<file path="config.mk">
export PLATFORM = sky130hd
export DESIGN_NAME = pipe_hazard_ctrl
export DESIGN_NICKNAME = d
export VERILOG_FILES = /design/src/rtl/pipe_hazard_ctrl.sv
export SDC_FILE = /design/constraint.sdc
export NUM_CORES = 1
export LEC_CHECK = 0
export BUFFER_PORTS_ARGS = -buffer_cell sky130_fd_sc_hd__buf_2
export CAP_MARGIN = 20
export CELL_PAD_IN_SITES_DETAIL_PLACEMENT = 2
export CELL_PAD_IN_SITES_GLOBAL_PLACEMENT = 2
export CORE_MARGIN = 2
export CORE_UTILIZATION = 20
export DETAILED_ROUTE_END_ITERATION = 7
export PLACE_DENSITY_LB_ADDON = 0.1
export REMOVE_ABC_BUFFERS = 1
export SKIP_LAST_GASP = 1
export SLEW_MARGIN = 30
export SYNTH_ARGS = -nofsm -noshare
export SYNTH_HDL_FRONTEND = slang
export SYNTH_SLANG_ARGS = --single-unit
</file>
<file path="constraint.sdc">
create_clock -name clk -period 2.2 [get_ports clk]
set_clock_uncertainty 0.2 [all_clocks]
set_input_delay 0.11 -clock clk [delete_from_list [all_inputs] [get_ports clk]]
set_output_delay 0.11 -clock clk [all_outputs]
set_load 0.005 [all_outputs]
</file>
<file path="src/rtl/pipe_hazard_ctrl.sv">
// Pipeline sequencing controller: stage enables, bubbles and flushes for load-use, branch, dmem wait and HLT drain.
// Optional performance counters are compiled in with `define PIPE_PERF_CNT_EN.
module pipe_hazard_ctrl #(
  parameter int HALT_DRAIN = 3
`ifdef PIPE_PERF_CNT_EN
  , parameter int CNT_W = 16
`endif
) (
  input  logic       clk,
  input  logic       rst,
  input  logic [3:0] id_rs,
  input  logic [3:0] id_rt,
  input  logic       id_use_rs,
  input  logic       id_use_rt,
  input  logic       ex_memread,
  input  logic [3:0] ex_rd,
  input  logic       id_branch_taken,
  input  logic       id_hlt,
  input  logic       imem_stall,
  input  logic       dmem_req,
  input  logic       dmem_ready,
  output logic       pc_en,
  output logic       ifid_en,
  output logic       ifid_flush,
  output logic       idex_en,
  output logic       idex_noop,
  output logic       exmem_en,
  output logic       memwb_en,
  output logic       memwb_noop,
  output logic       halted,
  output logic [1:0] state
`ifdef PIPE_PERF_CNT_EN
  , output logic [CNT_W-1:0] stall_cnt
  , output logic [CNT_W-1:0] flush_cnt
`endif
);

  localparam logic [1:0] S_RUN   = 2'd0;
  localparam logic [1:0] S_DWAIT = 2'd1;
  localparam logic [1:0] S_DRAIN = 2'd2;
  localparam logic [1:0] S_HALT  = 2'd3;

  localparam int DW = (HALT_DRAIN > 1) ? $clog2(HALT_DRAIN) : 1;
  localparam logic [DW-1:0] DRAIN_LAST = DW'(HALT_DRAIN - 1);

  logic [1:0]    state_q, state_d;
  logic [DW-1:0] drain_cnt_q, drain_cnt_d;
  logic          drain_pend_q, drain_pend_d;

  logic dwait, luse, frozen, draining, active;
  logic br_case, hlt_start;

  assign dwait = dmem_req & ~dmem_ready;
  assign luse  = ex_memread & (ex_rd != 4'd0) &
                 ((id_use_rs & (id_rs == ex_rd)) | (id_use_rt & (id_rt == ex_rd)));

  // In DWAIT only dmem_ready releases the freeze, regardless of dmem_req.
  assign frozen    = (state_q == S_DWAIT) ? ~dmem_ready : dwait;
  assign draining  = (state_q == S_DRAIN) | ((state_q == S_DWAIT) & drain_pend_q);
  assign active    = rst & (state_q != S_HALT);
  assign br_case   = active & ~frozen & ~luse & id_branch_taken;
  assign hlt_start = ~frozen & ~luse & id_hlt & ~draining;

  assign state  = state_q;
  assign halted = (state_q == S_HALT);

  always_comb begin
    pc_en      = 1'b1;
    ifid_en    = 1'b1;
    ifid_flush = 1'b0;
    idex_en    = 1'b1;
    idex_noop  = 1'b0;
    exmem_en   = 1'b1;
    memwb_en   = 1'b1;
    memwb_noop = 1'b0;
    if (!active) begin
      pc_en      = 1'b0;
      ifid_en    = 1'b0;
      idex_en    = 1'b0;
      idex_noop  = 1'b1;
      exmem_en   = 1'b0;
      memwb_en   = 1'b0;
      memwb_noop = 1'b1;
    end else if (frozen) begin
      pc_en      = 1'b0;
      ifid_en    = 1'b0;
      idex_en    = 1'b0;
      exmem_en   = 1'b0;
      memwb_noop = 1'b1;
    end else begin
      if (luse) begin
        pc_en     = 1'b0;
        ifid_en   = 1'b0;
        idex_noop = 1'b1;
      end else if (id_branch_taken) begin
        ifid_flush = 1'b1;
      end else if (imem_stall) begin
        pc_en      = 1'b0;
        ifid_flush = 1'b1;
      end
      // While HLT drains, fetch stays parked and only bubbles enter the pipe.
      if (draining) begin
        pc_en      = 1'b0;
        ifid_flush = 1'b1;
        idex_noop  = 1'b1;
      end
    end
  end

  always_comb begin
    state_d      = state_q;
    drain_cnt_d  = drain_cnt_q;
    drain_pend_d = drain_pend_q;
    if (state_q != S_HALT) begin
      if (frozen) begin
        state_d      = S_DWAIT;
        drain_pend_d = draining;
      end else begin
        drain_pend_d = 1'b0;
        if (draining) begin
          if (drain_cnt_q == DRAIN_LAST) begin
            state_d = S_HALT;
          end else begin
            state_d     = S_DRAIN;
            drain_cnt_d = drain_cnt_q + DW'(1);
          end
        end else if (hlt_start) begin
          state_d     = S_DRAIN;
          drain_cnt_d = '0;
        end else begin
          state_d = S_RUN;
        end
      end
    end
  end

  always_ff @(posedge clk or negedge rst) begin
    if (!rst) begin
      state_q      <= S_RUN;
      drain_cnt_q  <= '0;
      drain_pend_q <= 1'b0;
    end else begin
      state_q      <= state_d;
      drain_cnt_q  <= drain_cnt_d;
      drain_pend_q <= drain_pend_d;
    end
  end

`ifdef PIPE_PERF_CNT_EN
  // Flushes caused by a drain are not branch flushes, so they are not counted.
  always_ff @(posedge clk or negedge rst) begin
    if (!rst) begin
      stall_cnt <= '0;
      flush_cnt <= '0;
    end else begin
      if (active && !pc_en && (stall_cnt != '1)) begin
        stall_cnt <= stall_cnt + CNT_W'(1);
      end
      if (br_case && !draining && (flush_cnt != '1)) begin
        flush_cnt <= flush_cnt + CNT_W'(1);
      end
    end
  end
`endif

endmodule

</file>
==> reports/qor.csv, run 1 <==
metric,value,unit
Setup Viol. Count Final,0,
Overflow after GRT,0,
WS Path Type,reg2out,
Worst-path clk slew,50,ps
unrepaired setup endpoints after global routing,no,
sequential power share,0.356,
antenna-violating nets left,0,
Final Hold Fails,0,
Synth cell types,26,
post-synth top area cell,dfrtp_1,
TritonCTS clock tree,built,
relative slew slack,0.668,
count of pins over their slew limit,0,
Ports,33,
Die Y,53.6,microns
WP data required,1890,ps
worst path cell trace,"nand2b_1, a21o_1, nand2_1, nor3_1, buf_2",
post-synth top area share,0.254,
clk buf depth,2,
routed len/inst,12.7,microns
mux cell area share after synthesis,0.0228,
Nets,124,
DR DRC count,0,
CP Launch Type,register,
Synth Area per Inst,7.82,sq um
complex-gate fraction of the synthesized area,0.223,
"Seq/Total Area, Yosys",0.254,
Hold Crit Class,in2async,
layout cells sized above 1,0.390,
Core Rows,17,
Slowest cell on crit path,dfrtp_1,
total power per unit cell area,362,nW/um^2
Clk Tree Root Cell,clkbuf_4,
crit end category,output pin,
max incr delay on CP,460,ps
# diodes,0,
Cell Int Power,0.192,mW
combinational share of power,0.224,
IO Port Bufs,32,
Tightest Pin Transition,498,ps
Layout area overhead,47.5,%
Leak Pwr,0.382,nW
"IR drop worst, VDD",0.117,mV
status,"finished, final reports clean",
WP buf/inv,1,
CP arrival,1540,ps
first-pass GRT wire length,2700,microns
DP HPWL,1460,microns
vias per cell,4.61,
Setup TNS,0,ps
Power Total,0.263,mW
vias in the first global route,631,
Synth Instances,63,
Clock power frac,0.420,
final wirelength,1630,microns
largest cells by area after synthesis,"dfrtp_1, xor2_1, o21ai_0",
# H-tree levels,1,
core area,2280,sq um
Tmin final,1850,ps
fillcell total,287,
Netlist Area Pre-Place,493,sq um
post-CTS setup buffer count,0,
GPL Wtd Cong,0.676,
CTS Hold Bufs,2,
reg2reg start,drain_cnt_q[0],
fin crit share,0.840,
Setup crit start,state[0],
P_sw,0.0714,mW
Synth Warn #,0,
cts repair resizes,0,
sw frac,0.271,
critical path peak fanout,9,
count of clock tree sinks,5,
Die X,53.6,microns
Skew-Pair Late Insertion Delay,250,ps
f_max,0.541,GHz
Synth Area in Adders,0.0254,
Synth Area in XOR/XNOR,0.142,
total number of vias,590,
pin count of the biggest net entering global routing,10,
starting density of the core,0.217,
first drt pass iteration count,4,
initial antenna violation count,0,
main combinational cell family by area after synthesis,simple AND/OR/NAND/NOR gates,
total CTS buffers,3,
Simple-Gate Fraction of Synth Area,0.264,
max-cap viol count,0,
GRT Total Usage,0.133,
die footprint,2880,sq um
CP top delay family,simple AND/OR/NAND/NOR gates,
#FFs+latches synth,5,
initial drt markers,4,
## synthesized netlist by cell type (all sizes together)
library cell and instances:
a21oi 3, or3 2, a21boi 1, inv 7, nor2 5, ha 1, and2 2, a21o 1
buf 1, or2 1, nand3 2, nand2 5, o41a 1, o31a 1, dfrtp 5, mux2 1
nor4 2, o221ai 1, a31oi 2, nand2b 1, xnor2 2, o21ai 6, o2bb2ai 1, nor3 3
xor2 6
## registers in the layout, indices dropped and copies added (netlist names)
register / count
state: 2
drain_cnt_q: 2
drain_pend_q: 1
## stage by stage
| step | std cells | area [sq um] | setup slack (ps) | hold WS, ps | utilization |
|---|---|---|---|---|---|
| floorplan | 62 | 485 | 557 | -386 | - |
| global placement | 122 | 681 | 362 | -260 | 0.299 |
| detailed placement | 122 | 681 | 350 | -258 | 0.299 |
| CTS | 128 | 727 | 309 | 16.9 | 0.319 |
| global route | 128 | 727 | 126 | 56.6 | 0.319 |
| finish | 128 | 727 | 352 | 25.1 | 0.319 |
## area by class of cell
type,instances,area (sq um),share of cell area
Clock buffer,4,26.3,0.0361
Inverter,7,26.3,0.0361
Multi-Input combinational cell,50,334,0.460
Sequential cell,5,125,0.172
Tap cell,28,35.0,0.0482
Timing Repair Buffer,34,180,0.248
## worst paths after layout
| path | end | slack (ps) | cells after the start |
|---|---|---|---|
| max | pc_en | 350 | 5 |
| min | state[1] | 30 | 2 |
| max reg2reg | drain_cnt_q[1] | 370 | 7 |
| min reg2reg | drain_cnt_q[0] | 360 | 2 |
| max in group asynchronous | state[0] | 1630 | 2 |
| min in group clk | drain_pend_q | 80 | 3 |
## worst register-to-register path, stage by stage, from the launching register on
cell,delay (ps)
dfrtp_1,380
inv_1,60
ha_1,200
a21boi_0,170
o221ai_1,270
o21ai_0,230
o31a_1,160
a31oi_1,40
## kinds of logic (layout without fill, tap and decap cells)
logic type               Yosys count  count (layout)
AND/OR/NAND/NOR                   23              23
AO/OA/AOI/OAI                     17              17
XOR/XNOR                           8               8
buffers and inverters              8              45
flip-flops                         5               5
adder cells (fa/ha/maj)            1               1
multiplexers                       1               1
## per-layer routing
layer,GRT usage,share of wire,up-vias
met1,0.156,0.44,270
met3,0.0111,0.054,2
met5,0,0,-
met2,0.222,0.49,25
li1,-,-,293
met4,0.103,0.012,0
## power groups by stage
stage	Sequential (mW)	Clock [mW]	Combinational, mW
final	0.0937	0.111	0.0591
after global placement	0.0950	0	0.0560
after detailed placement	0.0951	0	0.0581
after floorplan	0.0949	0	0.0262
after global routing	0.0936	0.123	0.0669
after CTS	0.0937	0.118	0.0610
## placed cells by master, fill, tap and decap left out, types with 2 or more instances in the layout
cell type      netlist  layout
nand2_1              5       5
clkbuf_4             0       3
a21oi_1              3       3
buf_2                0      32
nor2_1               5       5
nor4_2               2       2
o21ai_0              6       6
nor3_1               3       3
xor2_1               6       6
or3_1                2       2
inv_1                7       7
xnor2_1              2       2
dlygate4sd3_1        0       2
dfrtp_1              5       5
a31oi_1              2       2
and2_1               2       2
Note: power is estimated with default switching activity, not from simulation.
==> run 2: changes to the inputs <==
--- a/config.mk
+++ b/config.mk
@@ -5,12 +5,13 @@
 export SDC_FILE = /design/constraint.sdc
 export NUM_CORES = 1
 export LEC_CHECK = 0
+export ABC_AREA = 1
 export BUFFER_PORTS_ARGS = -buffer_cell sky130_fd_sc_hd__buf_2
 export CAP_MARGIN = 20
 export CELL_PAD_IN_SITES_DETAIL_PLACEMENT = 2
 export CELL_PAD_IN_SITES_GLOBAL_PLACEMENT = 2
 export CORE_MARGIN = 2
-export CORE_UTILIZATION = 20
+export CORE_UTILIZATION = 19
 export DETAILED_ROUTE_END_ITERATION = 7
 export PLACE_DENSITY_LB_ADDON = 0.1
 export REMOVE_ABC_BUFFERS = 1
==> constraint.sdc (replaced) <==
create_clock -name clk -period 1.7 [get_ports clk]
set_clock_uncertainty 0.2 [all_clocks]
set_input_delay 0.085 -clock clk [delete_from_list [all_inputs] [get_ports clk]]
set_output_delay 0.085 -clock clk [all_outputs]
set_load 0.005 [all_outputs]
==> run 2 against run 1 <==
  * Area after synthesis is 8.1% higher
  * Clock power increased by 29%
  * Count of clock-buffer cells in the layout unchanged
  * Sequential power is 27% higher
  * Core utilization down 0.64 points
  * Total power grew 31%
  * Final area grew 17%
  * Critical endpoint is now exmem_en
  * Largest cell class unchanged
==> reports/qor.csv, run 2 <==
metric,value,unit,change
# diodes,0,,unchanged
initial antenna violation count,0,,unchanged
Die X,57.0,microns,+6.2%
final wirelength,1790,microns,+9.8%
Final Hold Fails,0,,unchanged
IO Port Bufs,32,,unchanged
Leak Pwr,0.492,nW,+29%
status,"finished, final reports clean",,
Synth Instances,91,,+44%
Nets,158,,+27%
Skew-Pair Late Insertion Delay,250,ps,about the same
vias per cell,4.27,,-7.4%
TritonCTS clock tree,built,,
fin crit share,0.988,,
Layout area overhead,59.2,%,
initial drt markers,6,,+2
WP buf/inv,4,,+3
most frequent cell after synthesis,nand2_1,,
antenna-violating nets left,0,,unchanged
WP data required,1410,ps,-480 ps
Worst R2R End,drain_cnt_q[1],,
reg2reg start,state[0],,
Clk Tree Root Cell,clkbuf_4,,
R2R Setup Slk,190,ps,-180 ps
"most used cell, CP",buf_4,,
P_sw,0.100,mW,+40%
Clock power frac,0.415,,-0.005
sw frac,0.289,,+0.0180
Most used DFF post-synth,dfrtp_1,,
Core Rows,19,,+2
largest cells by area after synthesis,"dfrtp_1, nand2_1, inv_1",,
DP HPWL,1470,microns,+1.0%
post-synth top area cell,dfrtp_1,,
Tmin final,1680,ps,
Synth Warn #,0,,unchanged
DR DRC count,0,,unchanged
total number of vias,704,,+19%
placed instance count,153,,+25%
routed len/inst,10.8,microns,-15%
worst path cell trace,"inv_2, nand2_2, a21oi_4, nor2_4, buf_4, buf_4, buf_2",,
combinational share of power,0.240,,+0.016
core area,2710,sq um,+19%
relative slew slack,0.824,,+0.156
Worst-path clk slew,50,ps,about the same
most frequent cells in the layout,"buf_2, nand2_1, inv_1",,
crit end category,output pin,,
Setup Viol. Count Final,0,,unchanged
total CTS buffers,3,,unchanged
Overflow after GRT,0,,unchanged
unrepaired setup endpoints after global routing,yes,,
Synth Area per Inst,5.86,sq um,-25%
CP Launch Type,register,,
max-cap viol count,0,,unchanged
"commonest non-fill, non-tap cell in the layout",buf_2,,
post-synth top area share,0.235,,-0.0191
Ports,33,,unchanged
critical path peak fanout,4,,-5
first drt pass iteration count,2,,-2
total power per unit cell area,408,nW/um^2,+13%
"IR drop worst, VDD",0.277,mV,+140%
max incr delay on CP,430,ps,-30 ps
fin cells,165,,+29%
sequential power share,0.345,,-0.011
GPL Wtd Cong,0.691,,+2.3%
pin count of the biggest net entering global routing,6,,-4
#FFs+latches synth,5,,unchanged
Reg2Reg Depth,8,,+1
count of pins over their slew limit,0,,unchanged
# H-tree levels,1,,unchanged
Cell Int Power,0.246,mW,+28%
Setup TNS,0,ps,unchanged
Slowest cell on crit path,dfrtp_2,,
GRT Total Usage,0.115,,-0.0173
layout cells sized above 1,0.493,,+0.103
Synth async-reset ratio,1.00,,unchanged
hold_ws,70.1,ps,+45.1 ps
number of flops mapped to enable cells by yosys,0,,unchanged
Synth cell types,22,,-15%
count of clock tree sinks,5,,unchanged
Tightest Pin Transition,262,ps,-236 ps
clk buf depth,2,,unchanged
Hold Crit Class,in2async,,
starting density of the core,0.197,,-0.0199
most frequent cells after synthesis,"nand2_1, inv_1, nor2_1, inv_2, dfrtp_1",,
Netlist Area Pre-Place,533,sq um,+8.1%
CP arrival,1390,ps,-150 ps
f_max,0.595,GHz,
die footprint,3250,sq um,+13%
vias in the first global route,692,,+9.7%
first-pass GRT wire length,3000,microns,+11%
Die Y,57.0,microns,+6.2%
"Seq/Total Area, Yosys",0.235,,-0.0191
CP top delay family,flip-flops,,
WS Path Type,reg2out,,
[run 2: metrics by stage]
step                total power [mW]  worst slack, ps  cell area (sq um)  utilization
floorplan                      0.158              314                526            -
global placement               0.198              239                724        0.267
detailed placement             0.200              152                724        0.267
CTS                            0.344            -7.89                796        0.294
global route                   0.372            -98.5                848        0.313
finish                         0.346             20.3                848        0.313
[run 2: cell families after synthesis]
family	synth area share
AOI/OAI and AO/OA	0.148
xor gates and xnor gates	0.0164
adders and majority gates	0.0235
buffers and inverters	0.169
DFF	0.235
and+or+nand+nor	0.408
[run 2: what timing repair did]
action,4_1_cts,5_1_grt
cloned,0,0
hold buffers,1,0
pin swaps,3,2
endpoints found under the setup margin,2,3
setup buffers,3,4
hold endpoints to repair,5,0
gates resized for setup,4,7
[run 2: worst max-delay path by stage]
| stage | startpoint | endpoint | slack [ps] | depth (start not counted) |
|---|---|---|---|---|
| finish | state[1] | exmem_en | 20 | 7 |
| global route | state[1] | ifid_flush | -100 | 9 |
| CTS | state[1] | ifid_flush | -8 | 9 |
| detailed placement | state[0] | ifid_flush | 150 | 8 |
| global placement | state[0] | ifid_flush | 240 | 8 |
| floorplan | state[0] | ifid_flush | 310 | 7 |
[run 2: power by group through the flow]
| stage | combinational (mW) | clock (mW) | sequential [mW] |
|---|---|---|---|
| final | 0.0830 | 0.143 | 0.119 |
| after global routing | 0.0971 | 0.156 | 0.119 |
| after CTS | 0.0833 | 0.142 | 0.119 |
| after detailed placement | 0.0789 | 0 | 0.121 |
| after global placement | 0.0767 | 0 | 0.121 |
| after floorplan | 0.0370 | 0 | 0.121 |
[run 2: routing by layer]
layer / GRT usage / vias up / share of wire
met4: 0.00997 / 0 / 0.011
met2: 0.200 / 24 / 0.51
met5: 0 / - / 0
met1: 0.145 / 324 / 0.40
met3: 0.0385 / 2 / 0.072
li1: - / 354 / -
[run 2: cell type report]
cell class | count | area, sq um
Clock buffer | 4 | 26.3
Fill cell | 347 | 1860
Inverter | 22 | 82.6
Multi-Input combinational cell | 63 | 350
Sequential cell | 5 | 128
Tap cell | 31 | 38.8
Timing Repair Buffer | 40 | 223
[run 2: worst register-to-register path: stages, from the launching register on]
cell and delay, ps:
dfrtp_2 440, buf_4 150, a21oi_4 150, inv_1 70, nand2_1 70, nand2_2 70
nor2_1 150, nand2_1 70, nand2_1 70
==> run 3: changes to the inputs <==
--- a/config.mk
+++ b/config.mk
@@ -13,7 +13,7 @@
 export CORE_MARGIN = 2
 export CORE_UTILIZATION = 19
 export DETAILED_ROUTE_END_ITERATION = 7
-export PLACE_DENSITY_LB_ADDON = 0.1
+export PLACE_DENSITY_LB_ADDON = 0.2
 export REMOVE_ABC_BUFFERS = 1
 export SKIP_LAST_GASP = 1
 export SLEW_MARGIN = 30
==> constraint.sdc (replaced) <==
create_clock -name clk -period 1.69 [get_ports clk]
set_clock_uncertainty 0.2 [all_clocks]
set_input_delay 0.0845 -clock clk [delete_from_list [all_inputs] [get_ports clk]]
set_output_delay 0.0845 -clock clk [all_outputs]
set_load 0.005 [all_outputs]
==> run 3 against run 2 <==
  * The run now ends with negative setup slack left
  * Critical path depth shrank 1
  * Non-clock buffer count grew 1
  * Sequential cell count unchanged
  * Largest power group unchanged
  * Worst setup slack worse by 41 ps
  * Cell count increased by 0.61%
  * Count of clock-buffer cells in the layout down 1
  * Combinational power increased by 3.6%
  * Sequential power barely moved
  * Highest routed layer unchanged
==> reports/qor.csv, run 3 (synthesis results as in run 2) <==
metric,value,unit,change
status,finished with violations,,
failing checks,negative setup slack,,
core area,2710,sq um,unchanged
slack of the critical path,-20.8,ps,-41.1 ps
Setup WS pre-CTS,162,ps,+9.32 ps
Overflow after GRT,0,,unchanged
Hold Crit Class,in2async,,
multi-input logic area,358,sq um,+2.1%
total CTS buffers,3,,unchanged
crit end category,output pin,,
CP arrival,1430,ps,+40 ps
count of clock tree sinks,5,,unchanged
first-pass GRT wire length,3270,microns,+9.0%
R2R Setup Slk,80,ps,-110 ps
# H-tree levels,1,,unchanged
WS Path Type,reg2out,,
Clk Tree Root Cell,clkbuf_4,,
Core Rows,19,,unchanged
f_max,0.585,GHz,
Die Y,57.0,microns,unchanged
Worst-path clk slew,50,ps,about the same
IO Port Bufs,32,,unchanged
CP Launch Type,register,,
total number of vias,696,,-1.1%
critical path peak fanout,4,,unchanged
Tightest Pin Transition,247,ps,-14.6 ps
most frequent cells in the layout,"buf_2, nand2_1, inv_1",,
pin count of the biggest net entering global routing,6,,unchanged
vias in the first global route,772,,+12%
Tmin final,1710,ps,
final wirelength,2000,microns,+12%
DP HPWL,1590,microns,+8.0%
reg2reg start,state[0],,
# diodes,0,,unchanged
Ports,33,,unchanged
antenna-violating nets left,0,,unchanged
Reg2Reg Depth,10,,+2
fin util,0.321,,+0.00831
clk buf depth,2,,unchanged
die footprint,3250,sq um,unchanged
worst path cell trace,"buf_4, a21oi_4, nor2_4, a21oi_2, o21ai_1, buf_2",,
"commonest non-fill, non-tap cell in the layout",buf_2,,
fillcell total,339,,-2.3%
max incr delay on CP,440,ps,about the same
Worst R2R End,drain_cnt_q[0],,
layout cells sized above 1,0.526,,+0.0334
count of pins over their slew limit,0,,unchanged
Reg area,128,sq um,unchanged
GPL Wtd Cong,0.701,,+1.5%
first drt pass iteration count,2,,unchanged
routed len/inst,12.0,microns,+11%
"IR drop worst, VDD",0.437,mV,+58%
Layout area overhead,63.4,%,
Skew-Pair Late Insertion Delay,250,ps,about the same
max-cap viol count,0,,unchanged
starting density of the core,0.197,,unchanged
Slowest cell on crit path,dfrtp_2,,
Leak Pwr,0.504,nW,+2.4%
Final Hold Fails,0,,unchanged
Nets,159,,+0.63%
DR DRC count,0,,unchanged
Die X,57.0,microns,unchanged
TritonCTS clock tree,built,,
initial antenna violation count,0,,unchanged
unrepaired setup endpoints after global routing,yes,,
initial drt markers,1,,-5
GRT Total Usage,0.129,,+0.0136
total power per unit cell area,400,nW/um^2,-1.9%
vias per cell,4.19,,-1.7%
WP data required,1410,ps,about the same
relative slew slack,0.835,,+0.0105
fin crit share,1.01,,
Setup Viol. Count Final,2,,+2
## run 3: routing by layer
layer | vias to the layer above | part of all wire | GRT usage
li1 | 353 | - | -
met5 | - | 0 | 0
met1 | 320 | 0.39 | 0.141
met2 | 19 | 0.55 | 0.238
met4 | 0 | 0.018 | 0.0598
met3 | 4 | 0.046 | 0.0249
## run 3: worst max path at each step
stage                  start         end  slack, ps  depth (start not counted)
global route        state[1]   idex_noop        -90                          7
global placement    state[0]       pc_en        220                          6
finish              state[0]   idex_noop        -20                          6
detailed placement  state[0]       pc_en        160                          6
floorplan           state[0]  ifid_flush        300                          7
CTS                 state[1]     idex_en        -10                          7
## run 3: worst max-delay path, delay by kind of cell (launching register included)
kind                   cells  cell delay [ps]
buffers and inverters      2              290
AO/OA/AOI/OAI              3              370
AND/OR/NAND/NOR            1               70
flip-flops                 1              440
## run 3: cell type report
class | instances | share of cell area
inverters | 22 | 0.0948
repair buffers | 41 | 0.272
well taps | 31 | 0.0445
clock inverters | 1 | 0.00575
flip-flops and latches | 5 | 0.147
multi-input cells | 63 | 0.411
clock buffers | 3 | 0.0259
## run 3: what timing repair did
| action | 4_1_cts | 5_1_grt |
|---|---|---|
| pin swaps | 5 | 3 |
| buffers inserted | 5 | 3 |
| resized for setup | 7 | 9 |
| hold buffers | 1 | 0 |
| endpoints found under the hold margin | 5 | 0 |
| endpoints found under the setup margin | 3 | 6 |
## run 3: power by group
group,leakage (nW),internal [mW],switching (mW),total [mW]
Clock,0.0177,0.0860,0.0564,0.142
Sequential,0.0536,0.120,0,0.120
Combinational,0.432,0.0393,0.0467,0.0860
## run 3: metrics by stage
stage	cells	total power [mW]	cell area (sq um)	hold slack [ps]	TNS (ps)
3_3_place_gp	153	0.199	724	-291	0
4_1_cts	163	0.353	818	37.8	-31.2
6_report	166	0.348	871	69.3	-21.3
5_1_grt	166	0.380	871	76.5	-437
2_1_floorplan	90	0.159	526	-411	0
3_5_place_dp	153	0.202	724	-289	0
